===== src/rtl/alu_pkg.sv =====
// Shared definitions for the ALU command issuer: operation codes, FSM states
// and datapath widths.
package alu_pkg;

    localparam int RESULT_W  = 64;
    localparam int OPERAND_W = 32;

    localparam logic [2:0] OP_ADD = 3'b000;
    localparam logic [2:0] OP_SUB = 3'b001;
    localparam logic [2:0] OP_MUL = 3'b010;
    localparam logic [2:0] OP_DIV = 3'b011;
    localparam logic [2:0] OP_NOP = 3'b111;

    typedef enum logic [2:0] {
        ST_IDLE,
        ST_ISSUE,
        ST_ISSUE2,
        ST_WAIT,
        ST_CAPTURE,
        ST_RESP,
        ST_DRAIN
    } issuer_state_t;

    function automatic logic is_legal_op(input logic [2:0] op);
        return (op == OP_ADD) || (op == OP_SUB) || (op == OP_MUL) || (op == OP_DIV);
    endfunction

endpackage


===== src/rtl/alu_resp_reg.sv =====
// Response holding register: loads a result, then holds data/tag/err stable
// until the downstream valid/ready handshake completes.
module alu_resp_reg
    import alu_pkg::*;
#(
    parameter int TAG_W = 4
) (
    input  logic                clk,
    input  logic                rst,
    input  logic                load,
    input  logic [RESULT_W-1:0] load_data,
    input  logic [TAG_W-1:0]    load_tag,
    input  logic                load_err,
    input  logic                resp_ready,
    output logic                resp_valid,
    output logic [RESULT_W-1:0] resp_data,
    output logic [TAG_W-1:0]    resp_tag,
    output logic                resp_err
);

    // The FSM never loads while a response is pending, so load needs no stall guard.
    always_ff @(posedge clk) begin
        if (rst) begin
            resp_valid <= 1'b0;
            resp_data  <= '0;
            resp_tag   <= '0;
            resp_err   <= 1'b0;
        end else if (load) begin
            resp_valid <= 1'b1;
            resp_data  <= load_data;
            resp_tag   <= load_tag;
            resp_err   <= load_err;
        end else if (resp_valid && resp_ready) begin
            resp_valid <= 1'b0;
        end
    end

endmodule


===== src/rtl/alu_cmd_issuer.sv =====
// Command-side initiator for the multicycle ALU: issues one request at a time,
// tracks busy to find the final result and returns it with the request tag.
module alu_cmd_issuer
    import alu_pkg::*;
#(
    parameter int         TAG_W   = 4,
    parameter int         TIMEOUT = 63,
    parameter logic [2:0] NOP_OP  = OP_NOP
) (
    input  logic                 clk,
    input  logic                 rst,
    input  logic                 req_valid,
    output logic                 req_ready,
    input  logic [2:0]           req_op,
    input  logic [OPERAND_W-1:0] req_a,
    input  logic [OPERAND_W-1:0] req_b,
    input  logic [TAG_W-1:0]     req_tag,
    output logic [2:0]           alu_operation,
    output logic [OPERAND_W-1:0] alu_operandA,
    output logic [OPERAND_W-1:0] alu_operandB,
    output logic                 alu_operation_valid,
    input  logic [RESULT_W-1:0]  alu_result,
    input  logic                 alu_busy,
    output logic                 resp_valid,
    input  logic                 resp_ready,
    output logic [RESULT_W-1:0]  resp_data,
    output logic [TAG_W-1:0]     resp_tag,
    output logic                 resp_err
);

    issuer_state_t      state;
    logic [2:0]         op_q;
    logic [TAG_W-1:0]   tag_q;
    logic               seen_busy;
    logic [7:0]         wait_cnt;
    logic               wait_done;
    logic               wait_expired;

    logic               load;
    logic [RESULT_W-1:0] load_data;
    logic [TAG_W-1:0]   load_tag;
    logic               load_err;

    assign wait_done    = seen_busy && !alu_busy;
    assign wait_expired = (wait_cnt == 8'(TIMEOUT - 1));

    // The ALU operand outputs double as the operand latch for ISSUE2.
    always_ff @(posedge clk) begin
        if (rst) begin
            state               <= alu_busy ? ST_DRAIN : ST_IDLE;
            req_ready           <= 1'b0;
            alu_operation       <= NOP_OP;
            alu_operandA        <= '0;
            alu_operandB        <= '0;
            alu_operation_valid <= 1'b0;
            op_q                <= NOP_OP;
            tag_q               <= '0;
            seen_busy           <= 1'b0;
            wait_cnt            <= '0;
        end else begin
            case (state)
                ST_IDLE: begin
                    if (req_valid && req_ready) begin
                        req_ready <= 1'b0;
                        op_q      <= req_op;
                        tag_q     <= req_tag;
                        if (is_legal_op(req_op)) begin
                            state               <= ST_ISSUE;
                            alu_operation       <= req_op;
                            alu_operandA        <= req_a;
                            alu_operandB        <= req_b;
                            alu_operation_valid <= 1'b1;
                        end else begin
                            state <= ST_RESP;
                        end
                    end else begin
                        req_ready <= 1'b1;
                    end
                end
                ST_ISSUE: begin
                    if (op_q == OP_DIV) begin
                        state <= ST_ISSUE2;
                    end else begin
                        alu_operation       <= NOP_OP;
                        alu_operation_valid <= 1'b0;
                        seen_busy           <= 1'b0;
                        wait_cnt            <= '0;
                        state               <= (op_q == OP_MUL) ? ST_WAIT : ST_CAPTURE;
                    end
                end
                ST_ISSUE2: begin
                    alu_operation       <= NOP_OP;
                    alu_operation_valid <= 1'b0;
                    seen_busy           <= 1'b0;
                    wait_cnt            <= '0;
                    state               <= ST_WAIT;
                end
                ST_WAIT: begin
                    if (alu_busy) begin
                        seen_busy <= 1'b1;
                    end
                    // Capture is checked first so a falling busy beats the timeout.
                    if (wait_done || wait_expired) begin
                        state <= ST_RESP;
                    end else begin
                        wait_cnt <= wait_cnt + 8'd1;
                    end
                end
                ST_CAPTURE: begin
                    state <= ST_RESP;
                end
                ST_RESP: begin
                    if (resp_valid && resp_ready) begin
                        state     <= ST_IDLE;
                        req_ready <= 1'b1;
                    end
                end
                ST_DRAIN: begin
                    if (!alu_busy) begin
                        state     <= ST_IDLE;
                        req_ready <= 1'b1;
                    end
                end
                default: begin
                    state <= ST_IDLE;
                end
            endcase
        end
    end

    // A multicycle result is taken the cycle busy falls, so the response
    // appears one cycle later, matching the add/sub CAPTURE path.
    always_comb begin
        load      = 1'b0;
        load_data = alu_result;
        load_tag  = tag_q;
        load_err  = 1'b0;
        case (state)
            ST_IDLE: begin
                if (req_valid && req_ready && !is_legal_op(req_op)) begin
                    load      = 1'b1;
                    load_data = '0;
                    load_tag  = req_tag;
                    load_err  = 1'b1;
                end
            end
            ST_CAPTURE: begin
                load = 1'b1;
            end
            ST_WAIT: begin
                if (wait_done) begin
                    load = 1'b1;
                end else if (wait_expired) begin
                    load      = 1'b1;
                    load_data = '0;
                    load_err  = 1'b1;
                end
            end
            default: begin
                load = 1'b0;
            end
        endcase
    end

    alu_resp_reg #(
        .TAG_W(TAG_W)
    ) u_resp_reg (
        .clk        (clk),
        .rst        (rst),
        .load       (load),
        .load_data  (load_data),
        .load_tag   (load_tag),
        .load_err   (load_err),
        .resp_ready (resp_ready),
        .resp_valid (resp_valid),
        .resp_data  (resp_data),
        .resp_tag   (resp_tag),
        .resp_err   (resp_err)
    );

endmodule


===== config.mk =====
export PLATFORM = sky130hd
export DESIGN_NAME = alu_cmd_issuer
export DESIGN_NICKNAME = d
export VERILOG_FILES = /design/src/rtl/alu_pkg.sv /design/src/rtl/alu_resp_reg.sv /design/src/rtl/alu_cmd_issuer.sv
export SDC_FILE = /design/constraint.sdc
export NUM_CORES = 1
export LEC_CHECK = 0
export BUFFER_PORTS_ARGS = -buffer_cell sky130_fd_sc_hd__buf_4
export CORE_UTILIZATION = 46
export DETAILED_ROUTE_END_ITERATION = 16
export PLACE_DENSITY = 0.86
export SYNTH_ARGS = -nofsm -noshare
export SYNTH_HDL_FRONTEND = slang
export SYNTH_SLANG_ARGS = --single-unit

===== constraint.sdc =====
create_clock -name clk -period 2.6 [get_ports clk]
set_input_delay 0.52 -clock clk [delete_from_list [all_inputs] [get_ports clk]]
set_output_delay 0.52 -clock clk [all_outputs]
set_load 0.01 [all_outputs]

[Yosys cells after proc, flatten, opt, wreduce, memory -nomap -nowiden]
Cells that the tools add are included.
Storage, ports and cells
  flip-flop bits (word level): 158
  input port bits: 140
  output and inout port bits: 139
  word-level logic and storage cells: 102
Cells by class
  add/sub/neg operators: 1
  eq/ne operators: 23
  muxes and demuxes: 41
  reductions and logical operators: 23
Operators by type and width (count)
  $mux 64: 3
  $pmux 64 s2: 1
  $mux 3: 12
  $pmux 8 s3: 1
  $pmux 3 s7: 1
  $eq 3x2->1 const B: 6
  $mux 8: 2
  $ne 2x2->1 const B: 7
  $mux 1: 13
  $ne 3x3->1 const B: 4
  $pmux 1 s3: 4
  $reduce_and 3->1: 4
  $eq 3x3->1 const B: 3
  $pmux 3 s3: 1
  $reduce_bool 3->1: 3
  $add 8x1->8 const B: 1
  $eq 8x6->1 const B: 1
  $mux 4: 2
  $reduce_and 4->1: 2
  $eq 3x1->1 const B: 2
  $logic_not 3->1: 2
  $logic_and 1x1->1: 4
  $logic_or 1x1->1: 4
  $logic_not 1->1: 2
  3 further kinds: 3

[Depth between registers and ports, before layout]
  depth in word-level cells: 9
  depth in mapped cells: 9

[Cells and area by module]
A second synthesis with hierarchy kept.
Second synthesis, totals
  cell total of the unflattened synthesis: 725
  area, all modules: 6426.2 µm²
By module, submodules not included
  alu_cmd_issuer: times used 1, cells each 498, area each 3911.3 µm²
  alu_resp_reg: times used 1, cells each 227, area each 2514.9 µm²

[Least setup slack after synthesis]
Ideal clock, no wire load.
  kind: register to register
  start: register wait_cnt[0]
  end: register u_resp_reg.resp_data[10]
  library setup time: 0.116 ns
  arrival: 1.667 ns
  data required time: 2.484 ns
  setup slack: 0.817 ns
  stages on the path, launching flop included: 10
  cells stage by stage: dfxtp_1 > inv_1 > ha_1 > nor3b_1 > a21oi_1 > o22ai_1 > buf_4 > buf_4 > nor3b_1 > a31o_2
Between the ends
  cells in the longest elaborated chain, start to end: 4
  elaborated cells between the ends (all ways): 7
Ends and longest elaborated chain
  start: declaration: line alu_cmd_issuer.sv:35  | logic [7:0] wait_cnt;
  start signal: assignment: line alu_cmd_issuer.sv:106  | wait_cnt <= wait_cnt + 8'd1;
  $eq 8x6->1 (*): line alu_cmd_issuer.sv:45  | assign wait_expired = (wait_cnt == 8'(TIMEOUT - 1));
  $mux 1 / $mux 64 (equally long branches): line alu_cmd_issuer.sv:153  | end else if (wait_expired) begin
  $mux 1 / $mux 64 (equally long branches): line alu_cmd_issuer.sv:151  | if (wait_done) begin
  $pmux 1 s3 / $pmux 64 s2 (equally long branches): line alu_cmd_issuer.sv:138  | case (state)
  end signal: assignment: line alu_resp_reg.sv:30  | resp_data <= load_data;
  end: declaration: line alu_resp_reg.sv:16  | output logic [RESULT_W-1:0] resp_data,
Mark *: on every way between the ends. The rest lies on a longest branch, timed or not.
A chain may end at the register's enable or synchronous reset.

[Worst setup path in the final report]
  start: register state[0]
  end: register u_resp_reg.resp_data[20]
Between the ends
  cells in the longest elaborated chain, start to end: 2
  elaborated cells between the ends (all ways): 5
Ends and longest elaborated chain
  start: declaration: line alu_cmd_issuer.sv:31  | issuer_state_t state;
  start signal: assignment: line alu_cmd_issuer.sv:50  | state <= alu_busy ? ST_DRAIN : ST_IDLE;
  start signal: assignment: line alu_cmd_issuer.sv:88  | state <= (op_q == OP_MUL) ? ST_WAIT : ST_CAPTURE;
  $eq 3x2->1 (tied with other cells): line alu_cmd_issuer.sv:138
  $pmux 1 s3 / $pmux 64 s2 (equally long branches): line alu_cmd_issuer.sv:138
Parallel ways exist; a longest one is shown, timed or not.

==> impl_metrics.yaml <==
worst_setup_path:
  cp_max_fo: 64
  cp_data_arrival_time_ns: 2.53
  cpLargestDelayFamily: "simple AND/OR/NAND/NOR gates"
  critPathLaunch: "state[0]"
  critPathSlowestCell: "edfxtp_1"
  r2r_start: "state[0]"
  crit_chain: "nor3_2, nand3_4, nor2_4, nor3_4, buf_4, a31o_2"
  r2r_cells: 6
  timing.rr.end: "u_resp_reg.resp_data[20]"
  cp.required_ns: 2.91
  r2r_slack_ns: 0.38
  critPathCaptureType: "register"
  crit_type: "register to register"
  start_kind: "register"
  cpPeakStageDelay_ns: 0.51
  cp_num_buf_inv: 1
cts:
  worstSkewPairLatency_ns: 0.42
  cts.sinks: 158
  root_buffer: "clkbuf_16"
  path_clk_slew_ns: 0.06
  clk_path_buf_depth: 2
  htree_levels: 4
  cts.repair.resized: 0
  cts_setup_buffers: 0
  cts_made_buffers: 17
  cts_tree: "yes"
  holdBufCountCts: 0
die:
  die_y_um: 119
  initial_core_util_pct: 47.2
  die_area_mm2: 0.0141
  die_x_um: 119
  core_area_mm2: 0.0133
  rows: 42
  io_pins: 279
synthesis:
  post_synth_instance_area_mm2: 0.00628
  synth_cells: 681
  synth_area_per_cell_um2: 9.22
  synth-seq-cells: 158
  yosysWarnings: 0
  synth_ff_type: "dfxtp_1"
  syn-num-nets: 823
  synth_edf_count: 3
  ys_seq_area_share_pct: 50.9
  synth.distinct_cells: 56
  async_reset_ff_share_pct: 0
timing:
  fin_crit_sh_pct: 85.4
  slew_violations: 0
  finalSetupViolations: 0
  timing.fmax_mhz: 450
  final.setup.tns_ns: 0
  hold_viol_final: 0
  worst_pin_slew_ns: 0.727
  fin_ws_ns: 0.380
  fin_skew_ns: 0.00747
  relSlewSlack_pct: 51.5
  min_period_ns: 2.22
  rsz0062_at_grt: "false"
layout:
  drive_above_1_share_pct: 40.7
  n_antenna_cell: 0
  fin_util_pct: 67.8
  areaGrowthSynthToFinish_pct: 43.7
  finish.instance_area_mm2: 0.00902
  nets: 1075
drt:
  drc: 0
  drt_iter0_drc: 351
  finalWirelength_um: 17000
  first_pass_iters: 4
  ant_nets: 0
  avgRoutedWirePerCell_um: 15.1
  num_vias: 5801
  routed_via_density: 5.17
global_route:
  grt_pass1_vias: 5456
  gr-usage-all-layers_pct: 23.6
  grt.overflow.total: 0
  antenna_found_initial: 0
  grt_max_degree: 89
  grt_pass1_wl_um: 26200
worst_hold_path:
  hold_path_end: "u_resp_reg.resp_data[4]"
  holdCritStartpoint: "alu_result[4]"
  holdPathStages: 2
  hold_class: "primary input to register"
place:
  dp_slack_ns: 0.413
  placed_area_mm2: 0.00843
  port_buffers: 278
  dp_hpwl_um: 11900
  gp_congestion: 0.848
power:
  cellLeakagePower_nw: 3.76
  p_per_area_mw_per_mm2: 879
  ir_drop_mv: 0.574
outcome:
  status: "complete, no violations"
job:
  cap_violations: 0
-- report_power, final --
| part | internal [W] | switching, W |
|---|---|---|
| Clock | 0.00149 | 0.000959 |
| Sequential | 0.00283 | 0.000238 |
| Combinational | 0.00118 | 0.00123 |
| Total | 0.00550 | 0.00243 |
-- worst reg2reg max path: stages, from the launching register on --
cell and delay (ns):
edfxtp_1 0.51, nor3_2 0.31, nand3_4 0.20, nor2_4 0.30
nor3_4 0.07, buf_4 0.34, a31o_2 0.39
-- sequential cells by signal, indices dropped and copies added (netlist names) --
register,count
u_resp_reg.resp_valid,1
alu_operation_valid,1
u_resp_reg.resp_tag,4
u_resp_reg.resp_data,64
wait_cnt,8
seen_busy,1
alu_operandA,32
alu_operation,3
alu_operandB,32
state,3
tag_q,4
req_ready,1
op_q,3
u_resp_reg.resp_err,1
-- synthesized netlist by cell type (2+ instances only) --
master | n | share of area, %
buf_4 | 10 | 1.2
nand3b_1 | 4 | 0.48
xnor2_1 | 3 | 0.42
edfxtp_1 | 3 | 1.4
buf_6 | 6 | 1.1
o21ai_0 | 5 | 0.40
nand2b_1 | 3 | 0.30
dfxtp_1 | 155 | 49
buf_1 | 3 | 0.18
nand3_1 | 3 | 0.24
a31oi_1 | 6 | 0.60
and2b_1 | 2 | 0.24
a31o_2 | 50 | 7.0
a21oi_1 | 79 | 6.3
o32a_1 | 2 | 0.32
ha_1 | 2 | 0.40
nand2_1 | 151 | 9.0
nor3_2 | 2 | 0.32
buf_2 | 18 | 1.4
nor3_1 | 3 | 0.24
nor2_1 | 17 | 1.0
nor3_4 | 2 | 0.52
a211oi_1 | 8 | 0.96
clkbuf_1 | 19 | 1.1
mux2i_1 | 4 | 0.64
inv_1 | 8 | 0.48
nor2b_1 | 2 | 0.20
o21bai_1 | 2 | 0.24
o22ai_1 | 4 | 0.40
nor3b_1 | 65 | 7.8
a31o_1 | 15 | 2.1
-- cell families (layout without fill, tap and decap cells) --
group,after synthesis,count (layout),synth area share (%)
AND/OR/NAND/NOR,267,267,22.3
XOR/XNOR,4,4,0.558
buffers and inverters,65,330,5.56
adder cells (fa/ha/maj),2,2,0.399
AO/OA/AOI/OAI,181,181,19.7
flip-flops,158,158,50.9
multiplexers,4,4,0.638
-- stage by stage --
step | hold slack, ns | power (W) | std cells
after floorplan | 0.436 | 0.00456 | 681
after global placement | 0.437 | 0.00547 | 1090
after detailed placement | 0.447 | 0.00552 | 1090
after CTS | 0.301 | 0.00797 | 1122
after global routing | 0.297 | 0.00832 | 1122
final | 0.313 | 0.00793 | 1122
-- cells in the final DEF (no fill, tap or decap), types with 3 or more instances in the layout --
master     instances
buf_4            284
xnor2_1            3
edfxtp_1           3
nor2_1            17
a31o_1            15
clkbuf_1           3
inv_1              8
nor3b_1           65
nand2_1          150
clkbuf_8           3
clkbuf_16         17
clkinv_2           3
nand3_1            3
dfxtp_1          155
o21ai_0            5
a21oi_1           79
nand3b_1           4
a211oi_1           8
a31o_2            50
nor3_1             3
o22ai_1            3
buf_12             5
nand2b_1           3
a31oi_1            6
mux2i_1            4
-- layer usage --
metal	up-vias	share of wire [%]	track usage, %
met2	202	50	40.4
met4	0	3.2	10.5
met3	46	6.8	8.20
li1	2893	-	-
met1	2660	40	26.2
met5	-	0	0
-- worst max path at each step --
stage                                     to  slack [ns]  cells after the start
floorplan           u_resp_reg.resp_data[10]        0.82                      9
global placement     u_resp_reg.resp_data[0]        0.46                      6
detailed placement  u_resp_reg.resp_data[24]        0.41                      6
CTS                 u_resp_reg.resp_data[43]        0.41                      6
global route        u_resp_reg.resp_data[43]        0.24                      7
finish              u_resp_reg.resp_data[20]        0.38                      6
-- cell type report --
type	instances	area [µm²]
Inverter	9	33.8
Tap cell	176	220
Timing Repair Buffer	289	2230
Multi-Input combinational cell	458	2760
Sequential cell	158	3190
Fill cell	1061	4280
Clock buffer	23	478
Clock inverter	9	108
(Power assumes the default switching activity.)
